--- src/rtl/decode_queue_if.sv ---
// Handshake/payload bundle between fetch, the decode queue and decode.
// The queue uses the slave modport; the driver side uses master.
interface decode_queue_if #(
  parameter int DEPTH    = 4,
  parameter int PC_WIDTH = 32
);
  localparam int COUNT_WIDTH = $clog2(DEPTH) + 1;

  // fetch side
  logic                   valid_in;
  logic                   ready_out;
  logic [PC_WIDTH-1:0]    pc_in;
  logic [PC_WIDTH-1:0]    next_pc_in;
  logic [31:0]            instruction_in;
  logic                   invalidate;

  // decode side
  logic                   valid_out;
  logic                   ready_in;
  logic [PC_WIDTH-1:0]    pc_out;
  logic [PC_WIDTH-1:0]    next_pc_out;
  logic [31:0]            instruction_out;
  logic [4:0]             rd_address_out;
  logic [4:0]             rs1_address_out;
  logic [4:0]             rs2_address_out;
  logic [3:0]             class_out;
  logic [31:0]            imm_data_out;
  logic                   illegal_out;
  logic [COUNT_WIDTH-1:0] count_out;

  modport slave (
    input  valid_in, pc_in, next_pc_in, instruction_in, invalidate, ready_in,
    output ready_out, valid_out, pc_out, next_pc_out, instruction_out,
           rd_address_out, rs1_address_out, rs2_address_out,
           class_out, imm_data_out, illegal_out, count_out
  );

  modport master (
    output valid_in, pc_in, next_pc_in, instruction_in, invalidate, ready_in,
    input  ready_out, valid_out, pc_out, next_pc_out, instruction_out,
           rd_address_out, rs1_address_out, rs2_address_out,
           class_out, imm_data_out, illegal_out, count_out
  );
endinterface

--- src/rtl/decode_queue.sv ---
// DEPTH-entry instruction FIFO between fetch and decode; each instruction is
// predecoded (class, immediate, illegal) on enqueue and stored with its entry.
module decode_queue #(
  parameter int DEPTH     = 4,
  parameter int PC_WIDTH  = 32,
  parameter int PREDECODE = 1
) (
  input  logic         clk,
  input  logic         reset_n,
  decode_queue_if.slave q
);

  localparam int PTR_WIDTH = $clog2(DEPTH);
  localparam int CNT_WIDTH = PTR_WIDTH + 1;
  localparam logic [CNT_WIDTH-1:0] FULL_COUNT = CNT_WIDTH'(DEPTH);

  typedef enum logic [3:0] {
    CLS_LUI     = 4'd0,
    CLS_AUIPC   = 4'd1,
    CLS_JAL     = 4'd2,
    CLS_JALR    = 4'd3,
    CLS_BRANCH  = 4'd4,
    CLS_LOAD    = 4'd5,
    CLS_STORE   = 4'd6,
    CLS_OP_IMM  = 4'd7,
    CLS_OP      = 4'd8,
    CLS_FENCE   = 4'd9,
    CLS_SYSTEM  = 4'd10,
    CLS_ILLEGAL = 4'd15
  } op_class_e;

  typedef struct packed {
    logic [PC_WIDTH-1:0] pc;
    logic [PC_WIDTH-1:0] next_pc;
    logic [31:0]         instr;
    op_class_e           op_class;
    logic [31:0]         imm;
    logic                illegal;
  } entry_t;

  entry_t                mem [DEPTH];
  logic [PTR_WIDTH-1:0]  head;
  logic [PTR_WIDTH-1:0]  tail;
  logic [CNT_WIDTH-1:0]  count;
  entry_t                wr_entry;
  entry_t                rd_entry;
  logic                  push;
  logic                  pop;

  // Handshake status comes only from registered count, so ready_out never
  // depends combinationally on ready_in and an empty queue never bypasses.
  assign q.ready_out = (count != FULL_COUNT);
  assign q.valid_out = (count != '0);
  assign push        = q.valid_in && q.ready_out && !q.invalidate;
  assign pop         = q.valid_out && q.ready_in && !q.invalidate;

  // Predecode of the incoming instruction.
  logic [31:0] instr;
  logic [31:0] imm_i, imm_s, imm_b, imm_u, imm_j;

  assign instr = q.instruction_in;
  assign imm_i = {{20{instr[31]}}, instr[31:20]};
  assign imm_s = {{20{instr[31]}}, instr[31:25], instr[11:7]};
  assign imm_b = {{20{instr[31]}}, instr[7], instr[30:25], instr[11:8], 1'b0};
  assign imm_u = {instr[31:12], 12'b0};
  assign imm_j = {{12{instr[31]}}, instr[19:12], instr[20], instr[30:21], 1'b0};

  // NOTE: every signal assigned in always_comb gets a default first so no
  // path leaves it unassigned and no latch is inferred.
  always_comb begin
    wr_entry         = '0;
    wr_entry.pc      = q.pc_in;
    wr_entry.next_pc = q.next_pc_in;
    wr_entry.instr   = instr;
    if (PREDECODE != 0) begin
      unique case (instr[6:0])
        7'b0110111: begin wr_entry.op_class = CLS_LUI;    wr_entry.imm = imm_u; end
        7'b0010111: begin wr_entry.op_class = CLS_AUIPC;  wr_entry.imm = imm_u; end
        7'b1101111: begin wr_entry.op_class = CLS_JAL;    wr_entry.imm = imm_j; end
        7'b1100111: begin wr_entry.op_class = CLS_JALR;   wr_entry.imm = imm_i; end
        7'b1100011: begin wr_entry.op_class = CLS_BRANCH; wr_entry.imm = imm_b; end
        7'b0000011: begin wr_entry.op_class = CLS_LOAD;   wr_entry.imm = imm_i; end
        7'b0100011: begin wr_entry.op_class = CLS_STORE;  wr_entry.imm = imm_s; end
        7'b0010011: begin wr_entry.op_class = CLS_OP_IMM; wr_entry.imm = imm_i; end
        7'b0110011: wr_entry.op_class = CLS_OP;
        7'b0001111: wr_entry.op_class = CLS_FENCE;
        7'b1110011: begin
          wr_entry.op_class = CLS_SYSTEM;
          // CSR immediate forms carry a 5-bit zero-extended uimm in rs1.
          wr_entry.imm      = instr[14] ? {27'b0, instr[19:15]} : imm_i;
        end
        default: begin
          wr_entry.op_class = CLS_ILLEGAL;
          wr_entry.illegal  = 1'b1;
        end
      endcase
    end
  end

  // NOTE: the entry array has no reset; valid_out gates every read, so stale
  // contents are never visible and the storage stays plain flops/RAM.
  always_ff @(posedge clk) begin
    if (push) mem[tail] <= wr_entry;
  end

  // NOTE: sequential state uses non-blocking assignments so every flop
  // samples pre-edge values regardless of statement order.
  always_ff @(posedge clk or negedge reset_n) begin
    if (!reset_n) begin
      head  <= '0;
      tail  <= '0;
      count <= '0;
    end else if (q.invalidate) begin
      head  <= '0;
      tail  <= '0;
      count <= '0;
    end else begin
      if (push) tail <= tail + 1'b1;
      if (pop)  head <= head + 1'b1;
      if (push && !pop)      count <= count + 1'b1;
      else if (pop && !push) count <= count - 1'b1;
    end
  end

  always_comb begin
    rd_entry = '0;
    if (q.valid_out) rd_entry = mem[head];
  end

  assign q.pc_out          = rd_entry.pc;
  assign q.next_pc_out     = rd_entry.next_pc;
  assign q.instruction_out = rd_entry.instr;
  assign q.rd_address_out  = rd_entry.instr[11:7];
  assign q.rs1_address_out = rd_entry.instr[19:15];
  assign q.rs2_address_out = rd_entry.instr[24:20];
  assign q.class_out       = rd_entry.op_class;
  assign q.imm_data_out    = rd_entry.imm;
  assign q.illegal_out     = rd_entry.illegal;
  assign q.count_out       = count;

endmodule
--- src/flat_wrapper.sv ---
// flat-port wrapper written by rule: the top's interface ports become plain ports
module decode_queue_flat 
#(
  parameter int DEPTH     = 4,
  parameter int PC_WIDTH  = 32,
  parameter int PREDECODE = 1
)
  (clk, reset_n, q_valid_in, q_pc_in, q_next_pc_in, q_instruction_in, q_invalidate, q_ready_in, q_ready_out, q_valid_out, q_pc_out, q_next_pc_out, q_instruction_out, q_rd_address_out, q_rs1_address_out, q_rs2_address_out, q_class_out, q_imm_data_out, q_illegal_out, q_count_out);
  decode_queue_if #(.DEPTH(DEPTH), .PC_WIDTH(PC_WIDTH)) q_i ();
  input  logic clk;
  input  logic reset_n;
  input wire logic [$bits(q_i.valid_in)-1:0] q_valid_in;
  input wire logic [$bits(q_i.pc_in)-1:0] q_pc_in;
  input wire logic [$bits(q_i.next_pc_in)-1:0] q_next_pc_in;
  input wire logic [$bits(q_i.instruction_in)-1:0] q_instruction_in;
  input wire logic [$bits(q_i.invalidate)-1:0] q_invalidate;
  input wire logic [$bits(q_i.ready_in)-1:0] q_ready_in;
  output wire logic [$bits(q_i.ready_out)-1:0] q_ready_out;
  output wire logic [$bits(q_i.valid_out)-1:0] q_valid_out;
  output wire logic [$bits(q_i.pc_out)-1:0] q_pc_out;
  output wire logic [$bits(q_i.next_pc_out)-1:0] q_next_pc_out;
  output wire logic [$bits(q_i.instruction_out)-1:0] q_instruction_out;
  output wire logic [$bits(q_i.rd_address_out)-1:0] q_rd_address_out;
  output wire logic [$bits(q_i.rs1_address_out)-1:0] q_rs1_address_out;
  output wire logic [$bits(q_i.rs2_address_out)-1:0] q_rs2_address_out;
  output wire logic [$bits(q_i.class_out)-1:0] q_class_out;
  output wire logic [$bits(q_i.imm_data_out)-1:0] q_imm_data_out;
  output wire logic [$bits(q_i.illegal_out)-1:0] q_illegal_out;
  output wire logic [$bits(q_i.count_out)-1:0] q_count_out;
  assign q_i.valid_in = q_valid_in;
  assign q_i.pc_in = q_pc_in;
  assign q_i.next_pc_in = q_next_pc_in;
  assign q_i.instruction_in = q_instruction_in;
  assign q_i.invalidate = q_invalidate;
  assign q_i.ready_in = q_ready_in;
  assign q_ready_out = q_i.ready_out;
  assign q_valid_out = q_i.valid_out;
  assign q_pc_out = q_i.pc_out;
  assign q_next_pc_out = q_i.next_pc_out;
  assign q_instruction_out = q_i.instruction_out;
  assign q_rd_address_out = q_i.rd_address_out;
  assign q_rs1_address_out = q_i.rs1_address_out;
  assign q_rs2_address_out = q_i.rs2_address_out;
  assign q_class_out = q_i.class_out;
  assign q_imm_data_out = q_i.imm_data_out;
  assign q_illegal_out = q_i.illegal_out;
  assign q_count_out = q_i.count_out;
  decode_queue #(.DEPTH(DEPTH), .PC_WIDTH(PC_WIDTH), .PREDECODE(PREDECODE)) u_core (.clk(clk), .reset_n(reset_n), .q(q_i));
endmodule
--- config.mk ---
export PLATFORM = sky130hd
export DESIGN_NAME = decode_queue_flat
export DESIGN_NICKNAME = d
export VERILOG_FILES = /design/src/rtl/decode_queue_if.sv /design/src/rtl/decode_queue.sv /design/src/flat_wrapper.sv
export SDC_FILE = /design/constraint.sdc
export NUM_CORES = 1
export LEC_CHECK = 0
export CAP_MARGIN = 10
export CORE_ASPECT_RATIO = 1.75
export CORE_MARGIN = 8
export CORE_UTILIZATION = 32
export DETAILED_ROUTE_END_ITERATION = 10
export PLACE_DENSITY = 0.62
export SLEW_MARGIN = 15
export SYNTH_ARGS = -nofsm -noshare
export SYNTH_HDL_FRONTEND = slang
export SYNTH_SLANG_ARGS = --single-unit
export TNS_END_PERCENT = 50
--- constraint.sdc ---
create_clock -name clk -period 5.6 [get_ports clk]
set_input_delay 1.68 -clock clk [delete_from_list [all_inputs] [get_ports clk]]
set_output_delay 1.68 -clock clk [all_outputs]
set_load 0.005 [all_outputs]
== Yosys cells after proc, flatten, opt, wreduce, memory -nomap -nowiden ==
Memories as Yosys holds them, arrays and structs flattened.
Index checks and enable logic that the tools add are counted.

* Bits in registers: 7
* RAM bits: 532
* Input port bits: 101
* Output and inout bits: 153
* Memories: 1

* Add/subtract/negate cells: 4
* Eq/ne operators: 12
* Mux-type cells: 14
* Reduce and logical (&&, ||, !) cells: 16

{| class="wikitable"
|+ Memories
! name !! words !! bits a word !! read ports !! clocked after memory_dff !! write ports !! RTL line !! text
|-
| u_core.mem || 4 || 133 || 1 || 0 || 1 || decode_queue.sv:41 || <nowiki>entry_t mem [DEPTH];</nowiki>
|}

{| class="wikitable"
|+ Operators by type and width
! cell !! number
|-
| 32-bit case mux with 6 select lines || 1
|-
| 133-bit two-way mux || 1
|-
| 4-bit case mux with 11 select lines || 1
|-
| 32-bit two-way mux || 1
|-
| 7-bit == test (second input constant) || 4
|-
| 7-bit by 6-bit == test with 1-bit output (second input constant) || 3
|-
| 7-bit by 5-bit == test with 1-bit output (second input constant) || 2
|-
| 11-bit OR reduction || 1
|-
| 3-bit two-way mux || 3
|-
| 2-bit two-way mux || 4
|-
| 7-bit by 2-bit == test with 1-bit output (second input constant) || 1
|-
| 7-bit by 4-bit == test with 1-bit output (second input constant) || 1
|-
| 1-bit logical AND || 6
|-
| 3-bit nonzero test || 2
|-
| 2-bit by 1-bit adder with 2-bit output (second input constant) || 2
|-
| 2-bit nonzero test || 2
|-
| 3-bit by 1-bit adder with 3-bit output (second input constant) || 1
|-
| 1-bit logical NOT || 3
|-
| 1-bit two-way mux || 3
|-
| 3-bit inequality test (second input constant) || 1
|-
| 3-bit OR reduction || 1
|-
| 3-bit by 1-bit subtractor with 3-bit output (second input constant) || 1
|-
| 2-bit OR reduction || 1
|}

== Depth between registers and ports, before layout ==
* Depth after elaboration: 8
* Depth in mapped cells: 12

== Worst setup path before layout ==
OpenSTA, ideal clock, no wires.

* Kind: input -> register
* From: in q_valid_in
* To: mem u_core.mem[0][0] (netlist name), enable pin
* Setup time: 0.508 ns
* Arrival: 5.364 ns
* Data required time: 5.092 ns
* Slack: -0.272 ns
* Cell stages on the path: 4
* Buffers on the path: 1
* Cells stage by stage: clkbuf_1 > nand2_1 > nor2_1 > and2_1

* Word-level cells in the longest chain between the ends: 4

{| class="wikitable"
|+ Ends and longest elaborated chain
! what !! RTL line !! text
|-
| start, declared || flat_wrapper.sv:12 || <nowiki>input wire logic [$bits(q_i.valid_in)-1:0] q_valid_in;</nowiki>
|-
| 1-bit logical AND (2 in a row) || decode_queue.sv:54 || <nowiki>assign push = q.valid_in && q.ready_out && !q.invalidate;</nowiki>
|-
| 1-bit two-way mux || decode_queue.sv:103 || <nowiki>if (push) mem[tail] <= wr_entry;</nowiki>
|-
| 1-bit two-way mux (implied by the code) || decode_queue.sv:103 ||
|-
| end, declared || decode_queue.sv:41 ||
|}

Every way passes these cells.

== Worst setup path in the final report ==
* From: reg u_core.count[0], in the netlist u_core.q.count_out[0]
* To: out q_instruction_out[8]

* Word-level cells in the longest chain between the ends: 2

{| class="wikitable"
|+ Ends and longest elaborated chain
! what !! RTL line !! text
|-
| start, declared || decode_queue.sv:44 || <nowiki>logic [CNT_WIDTH-1:0] count;</nowiki>
|-
| start signal, assigned || decode_queue.sv:120 || <nowiki>if (push && !pop) count <= count + 1'b1;</nowiki>
|-
| start signal, assigned || decode_queue.sv:121 || <nowiki>else if (pop && !push) count <= count - 1'b1;</nowiki>
|-
| 3-bit nonzero test || decode_queue.sv:53 || <nowiki>assign q.valid_out = (count != '0);</nowiki>
|-
| 133-bit two-way mux || decode_queue.sv:127 || <nowiki>if (q.valid_out) rd_entry = mem[head];</nowiki>
|-
| end, declared || flat_wrapper.sv:22 || <nowiki>output wire logic [$bits(q_i.instruction_out)-1:0] q_instruction_out;</nowiki>
|}

Every way passes these cells.

==> run_results.csv <==
group,metric,value,unit
critical_path,crit_path_start_kind,"flip-flop",
finish,final_net_count,1408,
synth,synth_area_leaders,"edfxtp_1 74%, mux4_2 14%, and2_1 4.1%, dfrtp_1 0.82%, buf_4 0.59%",
global_routing,globalRouteOverflowTotal,0,
synth,synth_fp_nets,1152,
die,die_h,359,um
routing,drt-pass1-iter-count,6,
synth,synth_edf_count,532,
place,place_congestion,0.760,
global_routing,grt_pass1_vias,11700,
routing,postRouteWirelength,51.8,mm
finish,fillers,5983,
finish,drive_gt1_share,18.6,%
power,finalPower,10.9,mW
clock_network,ctsHoldBuffers,0,
global_routing,track_usage,13.5,%
clock_network,post_cts_resized,0,
synth,ys_warn_count,0,
critical_path,cp.arrival,3.03,ns
place,io_buffers,253,
timing,fin_worst_skew,0.0204,ns
timing,hold_viol_final,0,
routing,drtIter0Drc,590,
clock_network,postCtsSetupBuffers,0,
routing,ant_nets,0,
die,die-area,76000,um^2
synth,postSynthAreaPerCell,20.5,um^2
clock_network,cts-root-buf,"clkbuf_16",
die,io_pins,254,
routing,wl_per_cell,23.2,um
timing,period_minus_slack,4.71,ns
finish,multi_input_area,4870,um^2
finish,final-seq-area,16200,um^2
timing,whs,0.602,ns
global_routing,antenna_found_initial,4,
routing,vias,10700,
clock_network,clk_pin_slew,0.06,ns
routing,viasPerCell,4.80,
power,irDropWorstVdd,0.292,mV
power,power.leakage,8.44,nW
synth,yosysMostFrequentCell,"edfxtp_1",
timing,finalSetupViolations,0,
die,die_w,212,um
critical_path,required,3.92,ns
synth,ys_types,50,
critical_path,crit_path_max_fanout,80,
run_status,status,"finished, final reports clean",
global_routing,grt_pass1_wl,76.7,mm
synth,async_reset_ff_share,1.30,%
min_path,hp-class,"reg -> reg",
critical_path,crit_path_end_kind,"output pin",
timing,grt_setup_unrepaired,"false",
global_routing,grt_max_degree,81,
timing,max_freq,212,MHz
critical_path,path_class,"reg -> out",
synth,synth.cell_area,21500,um^2
synth,synth_common_cells,"532 x edfxtp_1, 139 x and2_1, 133 x mux4_2",
clock_network,cts_tree,"done",
timing,post-route-period-util,84.2,%
clock_network,clock_latency,0.60,ns
timing,max_slew.worst_pin.slew,0.959,ns
die,initial_core_util,32.3,%
die,coreArea,66500,um^2
timing,slew_violations,0,
place,dp_hpwl,33.6,mm
clock_network,cts_max_path_buffers,3,
die,fp-row-count,125,
synth,yosysSeqAreaShare,75.2,%
finish,synthToLayoutAreaGrowth,24.0,%
timing,maxSlewHeadroom,36.1,%
clock_network,cts_num_sinks,539,
synth,synth_top_area_cell,"edfxtp_1",
power,power_density,409,nW/um^2
synth,ys.flop_type,"edfxtp_1",
synth,syn_inst,1046,
routing,drc,0,
clock_network,cts_inserted_buffers,50,
synth,yosys_register_bits,539,
job,maxCapViolations,0,
synth,yosysTopAreaCellShare,74.4,%
clock_network,htree_levels,2,
==> metrics by stage <==
step	instances	worst slack, ns	area [um^2]	TNS [ns]	util [%]
final	2230	0.885	26600	0	40.0
after global routing	2230	0.594	26600	0	40.0
after CTS	2229	0.738	26600	0	40.0
after detailed placement	2139	1.31	25000	0	37.7
after global placement	2139	1.34	25000	0	37.7
after floorplan	1046	-0.272	21500	-72.27	-
==> logic make-up after synthesis <==
kind of cell	count (synthesis)	share of synthesized area (%)
buffers and inverters	82	2.20
and+or+nand+nor	222	6.04
DFF	539	75.2
adders and majority gates	5	0.326
muxes	134	14.0
xor gates and xnor gates	4	0.163
AOI/OAI and AO/OA	60	2.04
==> where the power goes <==
| group | switching [mW] | leakage, nW | internal (mW) | total [mW] |
|---|---|---|---|---|
| logic | 1.26 | 2.70 | 1.62 | 2.88 |
| clock network | 1.48 | 0.764 | 1.82 | 3.30 |
| registers | 0.0836 | 4.97 | 4.64 | 4.72 |
==> registers in the layout, summed over array words and instances, names as in the netlist <==
name and flops:
u_core.mem 532, u_core.head 2, u_core.tail 2, u_core.q.count_out 3
==> critical path: stages, from the launching register on <==
cell and delay (ns):
dfrtp_1 0.49, or3_4 0.81, buf_4 0.38, and2_1 0.18, clkdlybuf4s50_1 0.52
==> path summary, 6_finish.rpt <==
path	startpoint	endpoint	slack, ns	depth (start not counted)
min in group asynchronous	reset_n	u_core.tail[0]	1.37	1
worst max register to register	u_core.q.count_out[0]	u_core.q.count_out[2]	2.60	9
worst min register to register	u_core.tail[1]	u_core.tail[1]	0.60	2
max in group asynchronous	reset_n	u_core.head[1]	3.93	1
worst min-delay path	u_core.tail[1]	u_core.tail[1]	0.60	2
worst max-delay path	u_core.q.count_out[0]	q_instruction_out[8]	0.89	4
==> placed cells by master, fill, tap and decap left out, types with 4 or more instances in the layout <==
cell type,synthesis,final
ha_1,4,4
buf_4,17,12
and2_1,139,135
nand2b_1,4,4
nand3_1,7,7
a21o_2,8,8
clkbuf_1,26,13
clkbuf_16,0,51
clkdlybuf4s50_1,0,253
dfrtp_1,7,5
a21o_1,11,11
o21ai_0,9,9
buf_12,0,13
nor2b_1,12,12
and2_4,1,5
nor2_1,19,19
clkinv_1,0,7
edfxtp_1,532,532
nand2_1,21,21
inv_1,8,8
a21oi_1,14,14
clkinv_2,0,8
nor3_1,4,4
mux4_2,133,133
==> cell type report <==
class | instances | area share [%]
flip-flops and latches | 539 | 60.7
multi-input cells | 425 | 18.3
repair buffers | 278 | 10.8
clock buffers | 64 | 4.98
well taps | 889 | 4.18
clock inverters | 26 | 0.903
inverters | 8 | 0.113
diodes | 1 | 0.00940
==> layer usage <==
metal | up-vias | part of all wire, % | track usage [%]
li1 | 4692 | - | -
met1 | 5596 | 38 | 15.3
met2 | 338 | 53 | 24.5
met3 | 85 | 6.3 | 3.39
met4 | 4 | 2.9 | 4.75
met5 | - | 0.052 | 0
(Power assumes the default switching activity.)
